## config.mk

```make
export PLATFORM = sky130hd
export DESIGN_NAME = lif_neuron_array
export DESIGN_NICKNAME = d
export VERILOG_FILES = /design/src/rtl/lif_neuron_array.sv
export SDC_FILE = /design/constraint.sdc
export NUM_CORES = 1
export LEC_CHECK = 0
export CORE_ASPECT_RATIO = 0.7
export CORE_UTILIZATION = 60
export DETAILED_ROUTE_END_ITERATION = 8
export PLACE_DENSITY = 0.91
export SYNTH_ARGS = -nofsm -noshare
export SYNTH_HDL_FRONTEND = slang
export SYNTH_SLANG_ARGS = --single-unit
```

## constraint.sdc

```tcl
create_clock -name clk -period 8.6 [get_ports clk]
set_clock_uncertainty 0.1 [all_clocks]
set_input_delay 1.29 -clock clk [delete_from_list [all_inputs] [get_ports clk]]
set_output_delay 1.29 -clock clk [all_outputs]
set_load 0.005 [all_outputs]
```

## src/rtl/lif_neuron_array.sv

```systemverilog
// lif_neuron_array
//   N_CH independent leaky integrate-and-fire neurons advanced together on a
//   shared timestep strobe. Each channel has its own programmable threshold.
//   The leak mode, post-spike reset mode and refractory length are global and
//   are sampled when the timestep strobe is seen. Spikes appear as one-cycle
//   pulses and are also queued into a valid/ready event port, which presents
//   the lowest pending channel first.
//
// Ports
//   clk, reset    clock; synchronous active-high reset
//   step_i        advance every channel by one timestep this cycle
//   current_i     per-channel unsigned input current, channel c at [c*IN_W +: IN_W]
//   cfg_we/cfg_ch/cfg_thresh  threshold write port (a threshold of 0 disables the channel)
//   leak_mode     0: v -= v >> LEAK_SHIFT    1: v -= LEAK_SUB, floored at 0
//   reset_mode    0: v <= 0 on spike         1: v <= sum - thresh on spike
//   refrac_len    number of refractory timesteps that follow a spike
//   spike_o       one-cycle spike pulses, high the cycle after the step
//   membrane_o    registered membrane values, channel c at [c*W +: W]
//   refrac_o      channel is inside its refractory period
//   evt_valid/evt_ready/evt_ch  spike event port, lowest pending channel first
//   evt_overflow  sticky flag: a spike landed on a channel whose event was still pending
module lif_neuron_array #(
    parameter int N_CH        = 4,
    parameter int IN_W        = 6,
    parameter int W           = 8,
    parameter int REFRAC_W    = 4,
    parameter int LEAK_SHIFT  = 1,
    parameter int LEAK_SUB    = 1,
    parameter int THRESH_INIT = 32,
    localparam int CH_W       = (N_CH > 1) ? $clog2(N_CH) : 1
) (
    input  logic                 clk,
    input  logic                 reset,
    input  logic                 step_i,
    input  logic [N_CH*IN_W-1:0] current_i,
    input  logic                 cfg_we,
    input  logic [CH_W-1:0]      cfg_ch,
    input  logic [W-1:0]         cfg_thresh,
    input  logic                 leak_mode,
    input  logic                 reset_mode,
    input  logic [REFRAC_W-1:0]  refrac_len,
    output logic [N_CH-1:0]      spike_o,
    output logic [N_CH*W-1:0]    membrane_o,
    output logic [N_CH-1:0]      refrac_o,
    output logic                 evt_valid,
    input  logic                 evt_ready,
    output logic [CH_W-1:0]      evt_ch,
    output logic                 evt_overflow
);

    localparam logic [W-1:0] SAT_MAX = {W{1'b1}};

    logic [W-1:0]        v_q      [N_CH];
    logic [W-1:0]        v_d      [N_CH];
    logic [REFRAC_W-1:0] cnt_q    [N_CH];
    logic [REFRAC_W-1:0] cnt_d    [N_CH];
    logic [W-1:0]        thresh_q [N_CH];
    logic [W-1:0]        thresh_d [N_CH];
    logic [N_CH-1:0]     spike_q;
    logic [N_CH-1:0]     spike_d;
    logic [N_CH-1:0]     refrac_q;
    logic [N_CH-1:0]     refrac_d;
    logic [N_CH-1:0]     pend_q;
    logic [N_CH-1:0]     pend_d;
    logic                evt_overflow_q;
    logic                evt_overflow_d;

    logic [W-1:0]        vl_s     [N_CH];
    logic [W:0]          sum_s    [N_CH];
    logic [W-1:0]        sat_s    [N_CH];
    logic [CH_W-1:0]     evt_ch_s;
    logic [N_CH-1:0]     clear_s;

    // Leak then integrate: sum is formed one bit wider so the carry can saturate it.
    always_comb begin
        for (int c = 0; c < N_CH; c++) begin
            if (leak_mode) begin
                vl_s[c] = (v_q[c] >= W'(LEAK_SUB)) ? (v_q[c] - W'(LEAK_SUB)) : {W{1'b0}};
            end else begin
                vl_s[c] = v_q[c] - (v_q[c] >> LEAK_SHIFT);
            end
            sum_s[c] = {1'b0, vl_s[c]} + (W+1)'(current_i[c*IN_W +: IN_W]);
            sat_s[c] = sum_s[c][W] ? SAT_MAX : sum_s[c][W-1:0];
        end
    end

    // Per-channel timestep update and threshold configuration.
    always_comb begin
        for (int c = 0; c < N_CH; c++) begin
            v_d[c]     = v_q[c];
            cnt_d[c]   = cnt_q[c];
            spike_d[c] = 1'b0;
            if (step_i) begin
                if (thresh_q[c] == {W{1'b0}}) begin
                    v_d[c]   = {W{1'b0}};
                    cnt_d[c] = {REFRAC_W{1'b0}};
                end else if (cnt_q[c] != {REFRAC_W{1'b0}}) begin
                    cnt_d[c] = cnt_q[c] - {{(REFRAC_W-1){1'b0}}, 1'b1};
                end else if (sat_s[c] >= thresh_q[c]) begin
                    spike_d[c] = 1'b1;
                    v_d[c]     = reset_mode ? (sat_s[c] - thresh_q[c]) : {W{1'b0}};
                    cnt_d[c]   = refrac_len;
                end else begin
                    v_d[c] = sat_s[c];
                end
            end else begin
                v_d[c] = v_q[c];
            end
            refrac_d[c] = (cnt_d[c] != {REFRAC_W{1'b0}});
            // The step in this cycle still sees thresh_q, so a write lands for the next step.
            if (cfg_we && (int'(cfg_ch) == c)) begin
                thresh_d[c] = cfg_thresh;
            end else begin
                thresh_d[c] = thresh_q[c];
            end
        end
    end

    // Lowest pending channel: a descending scan lets the lowest index win.
    always_comb begin
        evt_ch_s = {CH_W{1'b0}};
        for (int c = N_CH - 1; c >= 0; c--) begin
            evt_ch_s = pend_q[c] ? CH_W'(c) : evt_ch_s;
        end
    end

    // Event queue: the clear is applied before new spikes, so clear-and-respike stays pending.
    always_comb begin
        clear_s = {N_CH{1'b0}};
        if (evt_valid && evt_ready) begin
            clear_s[evt_ch_s] = 1'b1;
        end else begin
            clear_s = {N_CH{1'b0}};
        end
        pend_d         = (pend_q & ~clear_s) | spike_d;
        evt_overflow_d = evt_overflow_q | (|(spike_d & pend_q & ~clear_s));
    end

    // State registers with synchronous reset.
    always_ff @(posedge clk) begin
        if (reset) begin
            for (int c = 0; c < N_CH; c++) begin
                v_q[c]      <= {W{1'b0}};
                cnt_q[c]    <= {REFRAC_W{1'b0}};
                thresh_q[c] <= W'(THRESH_INIT);
            end
            spike_q        <= {N_CH{1'b0}};
            refrac_q       <= {N_CH{1'b0}};
            pend_q         <= {N_CH{1'b0}};
            evt_overflow_q <= 1'b0;
        end else begin
            for (int c = 0; c < N_CH; c++) begin
                v_q[c]      <= v_d[c];
                cnt_q[c]    <= cnt_d[c];
                thresh_q[c] <= thresh_d[c];
            end
            spike_q        <= spike_d;
            refrac_q       <= refrac_d;
            pend_q         <= pend_d;
            evt_overflow_q <= evt_overflow_d;
        end
    end

    genvar g;
    generate
        for (g = 0; g < N_CH; g++) begin : g_mem
            assign membrane_o[g*W +: W] = v_q[g];
        end
    endgenerate

    assign spike_o      = spike_q;
    assign refrac_o     = refrac_q;
    assign evt_valid    = |pend_q;
    assign evt_ch       = evt_ch_s;
    assign evt_overflow = evt_overflow_q;

endmodule

```

==> flow_summary.toml <==
[run_status]
status = "completed"

[yosys]
synth_cell_types = 87
ys_async_sr_fraction = 0
synth-seq-cells = 93
syn_area_per_cell_sq_um = 7.74
synth_warnings = 0
synth.net_count = 1451
synth-edff-count = 0
synth-seq-area-share = 0.192
synth_ff_type = "dfxtp_1"
synth_cells = 1253
syn_area_sq_mm = 0.00969

[timing]
fin_crit_ns = 7.05
slew_violations = 0
hold_ws_ns = 0.369
setup-violations-final = 0
tns_ns = 0
worst_slew_pin_slew_ns = 0.886
hold_violations = 0
slew_headroom = 0.405
fmax_ghz = 0.142
post-route-period-util = 0.820
rsz0062_at_grt = "no"

[final_layout]
mostFrequentLayoutCells = "ha_1, inv_1, nor2_1"
fillerInstances = 1222
fin_nets = 1530
num_antenna_cells = 0
utilization = 0.708
drive_above_1_share = 0.0307
stdcell_area_sq_mm = 0.0111
syn_to_final_growth_pct = 14.3
final_common_cell = "ha_1"

[grt]
grt_start_max_net_pins = 70
grt-ovfl-total = 0
antenna_found_initial = 0
grt_usage = 0.335
grt_pass1_vias = 9022
grt_pass1_wl_mm = 44.9

[clocking]
clockRootBuffer = "clkbuf_16"
cts_max_path_buffers = 2
cts_buffers = 9
clk_pin_slew_worst_paths_ns = 0.07
ctsResizeCount = 0
cts_post_setup_buffers_inserted = 0
cts_tree = "yes"
ctsHoldBuffers = 0
cts_max_level = 3
clk_latency_ns = 0.35
clkSinkCount = 93

[floorplan]
start_util = 0.620
die-height_um = 108
rows = 38
die_w_um = 154
die_area_sq_mm = 0.0167
fp.coreArea_sq_mm = 0.0156
num_io_pins = 89

[placement]
hpwl_mm = 21.5
numPortBuffers = 88
gp_congestion = 0.989
placed_area_sq_mm = 0.0108

[flow_run]
max_cap_violations = 0

[critical_path]
cp_max_fo = 19
r2r-start = "v_q[0][2]$_SDFFE_PP0P_"
arrival_ns = 7.20
critPathKind = "primary input to register"
startpoint = "leak_mode"
endpoint_kind = "register"
cp-start-kind = "primary input"
cp.required_ns = 8.75

[hold_path]
hold_class = "register to register"
hold_start = "thresh_q[3][7]$_SDFFE_PP0P_"

[drt]
drt_iter0_drc = 1099
wl_per_cell_um = 17.9
num_vias = 9788
first_pass_iters = 5
avgViaCountPerCell = 6.37
ant_nets = 0
routed_wirelength_mm = 27.6
drc = 0
[cells by family (layout without fill, tap and decap cells)]
group                    count (synthesis)  count (layout)  share of synthesized area
AO/OA/AOI/OAI                          388             388                      0.275
XOR/XNOR                                57              57                     0.0515
adder cells (fa/ha/maj)                153             153                      0.207
buffers and inverters                  168             252                     0.0652
flip-flops                              93              93                      0.192
multiplexers                            16              16                     0.0169
AND/OR/NAND/NOR                        378             378                      0.193
[sequential cells by signal, indices dropped and copies added (netlist names)]
signal	cells
pend_q	4
v_q	32
evt_overflow	1
cnt_q	16
refrac_o	4
thresh_q	32
spike_o	4
[metal layers]
metal / vias up / global-route usage / wire, um
met5: - / 0 / 0
met4: 0 / 0.111 / 645
met3: 60 / 0.0485 / 2770
met2: 533 / 0.506 / 11400
met1: 4539 / 0.487 / 12800
li1: 4656 / - / -
[synthesized netlist by cell type, drive strengths merged (11+ instances only)]
cell / number / area share
a211oi: 13 / 0.010
nor2b: 26 / 0.018
nand2: 96 / 0.037
xnor2: 47 / 0.042
nand3: 15 / 0.0077
nand2b: 19 / 0.012
mux2i: 13 / 0.013
or2: 12 / 0.0077
a22oi: 15 / 0.012
clkbuf: 23 / 0.0089
a21oi: 96 / 0.050
o211ai: 12 / 0.0093
or3: 11 / 0.0071
and2: 11 / 0.0071
inv: 141 / 0.055
nor3: 25 / 0.013
fa: 12 / 0.025
dfxtp: 93 / 0.19
o21a: 19 / 0.015
a21o: 16 / 0.012
nor2: 112 / 0.043
o2bb2ai: 16 / 0.014
o21ai: 63 / 0.033
o31ai: 12 / 0.0093
ha: 141 / 0.18
o22ai: 22 / 0.014
[cell type report]
class,count,area (sq um),share of cell area
sequential,93,1860,0.168
inverter,143,537,0.0485
multi-input combinational,992,7200,0.650
clock buffer,10,239,0.0216
tap,200,250,0.0226
timing repair buffer,93,913,0.0824
clock inverter,6,76.3,0.00689
[path summary, 6_finish.rpt]
| path | endpoint | slack [ns] | cells past startpoint |
|---|---|---|---|
| max reg2reg | v_q[0][4]$_SDFFE_PP0P_ | 2.28 | 21 |
| min reg2reg | thresh_q[3][7]$_SDFFE_PP0P_ | 0.37 | 2 |
| max | v_q[0][4]$_SDFFE_PP0P_ | 1.55 | 21 |
| min | thresh_q[3][7]$_SDFFE_PP0P_ | 0.37 | 2 |
[stage by stage]
stage,setup slack [ns],instances
after floorplan,2.08,1253
after global placement,1.73,1521
after detailed placement,1.35,1521
after CTS,1.67,1537
after global routing,1.10,1537
final,1.55,1537
[worst max-delay path: stages]
cell	delay [ns]
clkdlybuf4s50_1	0.56
buf_4	0.28
o21ai_0	0.20
or2_2	0.36
o22ai_1	0.21
inv_1	0.10
fa_1	0.43
nor2b_1	0.17
o21ai_0	0.13
a21oi_1	0.21
a2bb2oi_1	0.30
o211ai_1	0.26
o21ai_1	0.22
ha_1	0.32
nor2b_1	0.17
o31ai_1	0.37
a21oi_1	0.20
o22ai_1	0.62
nor4_1	0.24
a32oi_1	0.29
a21bo_1	0.24
Power is not shown: default switching activity piles up to over one toggle a cycle in this logic, so the estimate is an artifact.
==> patch, RTL diff (same settings) <==
`REFRAC_W`: 4 -> 3.
--- a/src/rtl/lif_neuron_array.sv
+++ b/src/rtl/lif_neuron_array.sv
@@ -23,7 +23,7 @@
     parameter int N_CH        = 4,
     parameter int IN_W        = 6,
     parameter int W           = 8,
-    parameter int REFRAC_W    = 4,
+    parameter int REFRAC_W    = 3,
     parameter int LEAK_SHIFT  = 1,
     parameter int LEAK_SUB    = 1,
     parameter int THRESH_INIT = 32,
Ports: changed (resized refrac_len); port bits go from 89 to 88. The function was not compared with the original's and may differ.
==> patch against the unedited design <==
Fmax grew 10%; via count shrank 1.6%; sequential cell count shrank 4; area after synthesis shrank 0.17%; final area shrank 0.76%; setup slack gained 0.65 ns; first-iteration DRC count grew 6.1%; final cell count grew 0.39%; routed wire length shrank 2.2%; largest cell class unchanged.
Power is not shown: default switching activity piles up to over one toggle a cycle in this logic, so the estimate is an artifact.
==> patch: results (changes against the unedited design) <==
[synth]
synthTopCellsByArea=ha_1 (19%), dfxtp_1 (18%), inv_1 (5.5%)
ys_types=89  ; +2.3%
synth-xor-area-share=0.0462  ; -0.00534
synth_nets=1462  ; +0.76%
synth_common_cells=ha_1 (145), inv_1 (143), nand2_1 (115)
yosys.area_share.adder=0.212  ; +0.00552
synth_mux_area_frac=0.0129  ; -0.00398
ys_seq_area_frac=0.184  ; -0.00795
synthArstFlopShare=0  ; unchanged
synth-compound-area-share=0.267  ; -0.00768

[grt]
grt_pass1_wl_um=42800  ; -4.8%
grt_use_total=0.320  ; -0.0148
antenna_found_initial=0  ; unchanged
first_global_vias=8587  ; -4.8%
grt_start_max_net_pins=70  ; unchanged

[final_layout]
antenna_cells=0  ; unchanged
reg_top3=thresh_q: 32 flops, v_q: 32 flops, cnt_q: 12 flops
layout-drive-gt1-share=0.0469  ; +0.0162

[clocking]
cts_resized=0  ; unchanged
cts_root_buf=clkbuf_16
ctsHoldBuffers=0  ; unchanged
insertion_delay_ns=0.35  ; about the same
cts.path.max_buffers=2  ; unchanged
clk_pin_slew_ns=0.07  ; about the same

[critical_path]
r2r_setup_slack_ns=2.27
cpMaxStageDelayCell=o31ai_1
arrival_ns=6.54  ; -0.66 ns
path_delay_family=compound AO/OA/AOI/OAI gates
slowest_delay_ns=0.57  ; -0.05 ns
path_max_fanout=42  ; +23

[place]
place_congestion=0.963  ; -2.7%
dp_hpwl_um=21100  ; -1.9%
io_buffer_count=87  ; -1.1%

[drt]
routedWlPerCell_um=17.5  ; -2.5%
drtIter0Drc=1166  ; +6.1%
drtPass1Iterations=6  ; +1
vias_per_cell=6.24  ; -1.9%

[sta]
tightestPinTransition_ns=0.919  ; +0.0338 ns
maxSlewViolCount=0  ; unchanged

[job]
cap_violations=0  ; unchanged

[worst_hold_path]
min_path_type=flip-flop to flip-flop

[status]
status=finished clean

## patch: layout make-up
cell class | count | area, um^2
clock inverter | 5 | 36.3
inverter | 143 | 537
fill | 1229 | 4650
multi-input combinational | 1005 | 7260
clock buffer | 11 | 243
sequential | 89 | 1780
timing repair buffer | 90 | 883
tap | 200 | 250
## patch: metrics by stage
stage          cells  setup WS [ns]  hold WS [ns]  area, um^2
2_1_floorplan   1261           2.66         0.349        9680
3_3_place_gp    1527           2.15         0.358       10700
3_5_place_dp    1527           1.97         0.366       10700
4_1_cts         1543           2.32         0.376       11000
5_1_grt         1543           1.85         0.407       11000
6_report        1543           2.20         0.375       11000
## patch: worst min-delay path, cell delays in order, from the launching register on
cell and delay, ns:
dfxtp_1 0.32, nand2_1 0.06, a21oi_1 0.05
## patch: cells by family after synthesis
group           Yosys count
compound gates          373
xor+xnor                 51
fa+ha+maj               157
buf+inv                 167
flops                    89
mux                      12
simple gates            412
## patch: layer usage
layer	vias to the layer above	track usage	routed length, um
li1	4650	-	-
met1	4417	0.467	12500
met2	533	0.488	11400
met3	36	0.0553	2760
met4	0	0.0729	397
met5	-	0	0
## patch: worst paths after layout
kind	start	to	cells after the start
worst max-delay path	leak_mode	evt_overflow	22
worst min-delay path	thresh_q[2][6]	thresh_q[2][6]	2
worst max register to register	v_q[2][2]	refrac_o[2]	24
worst min register to register	thresh_q[2][6]	thresh_q[2][6]	2
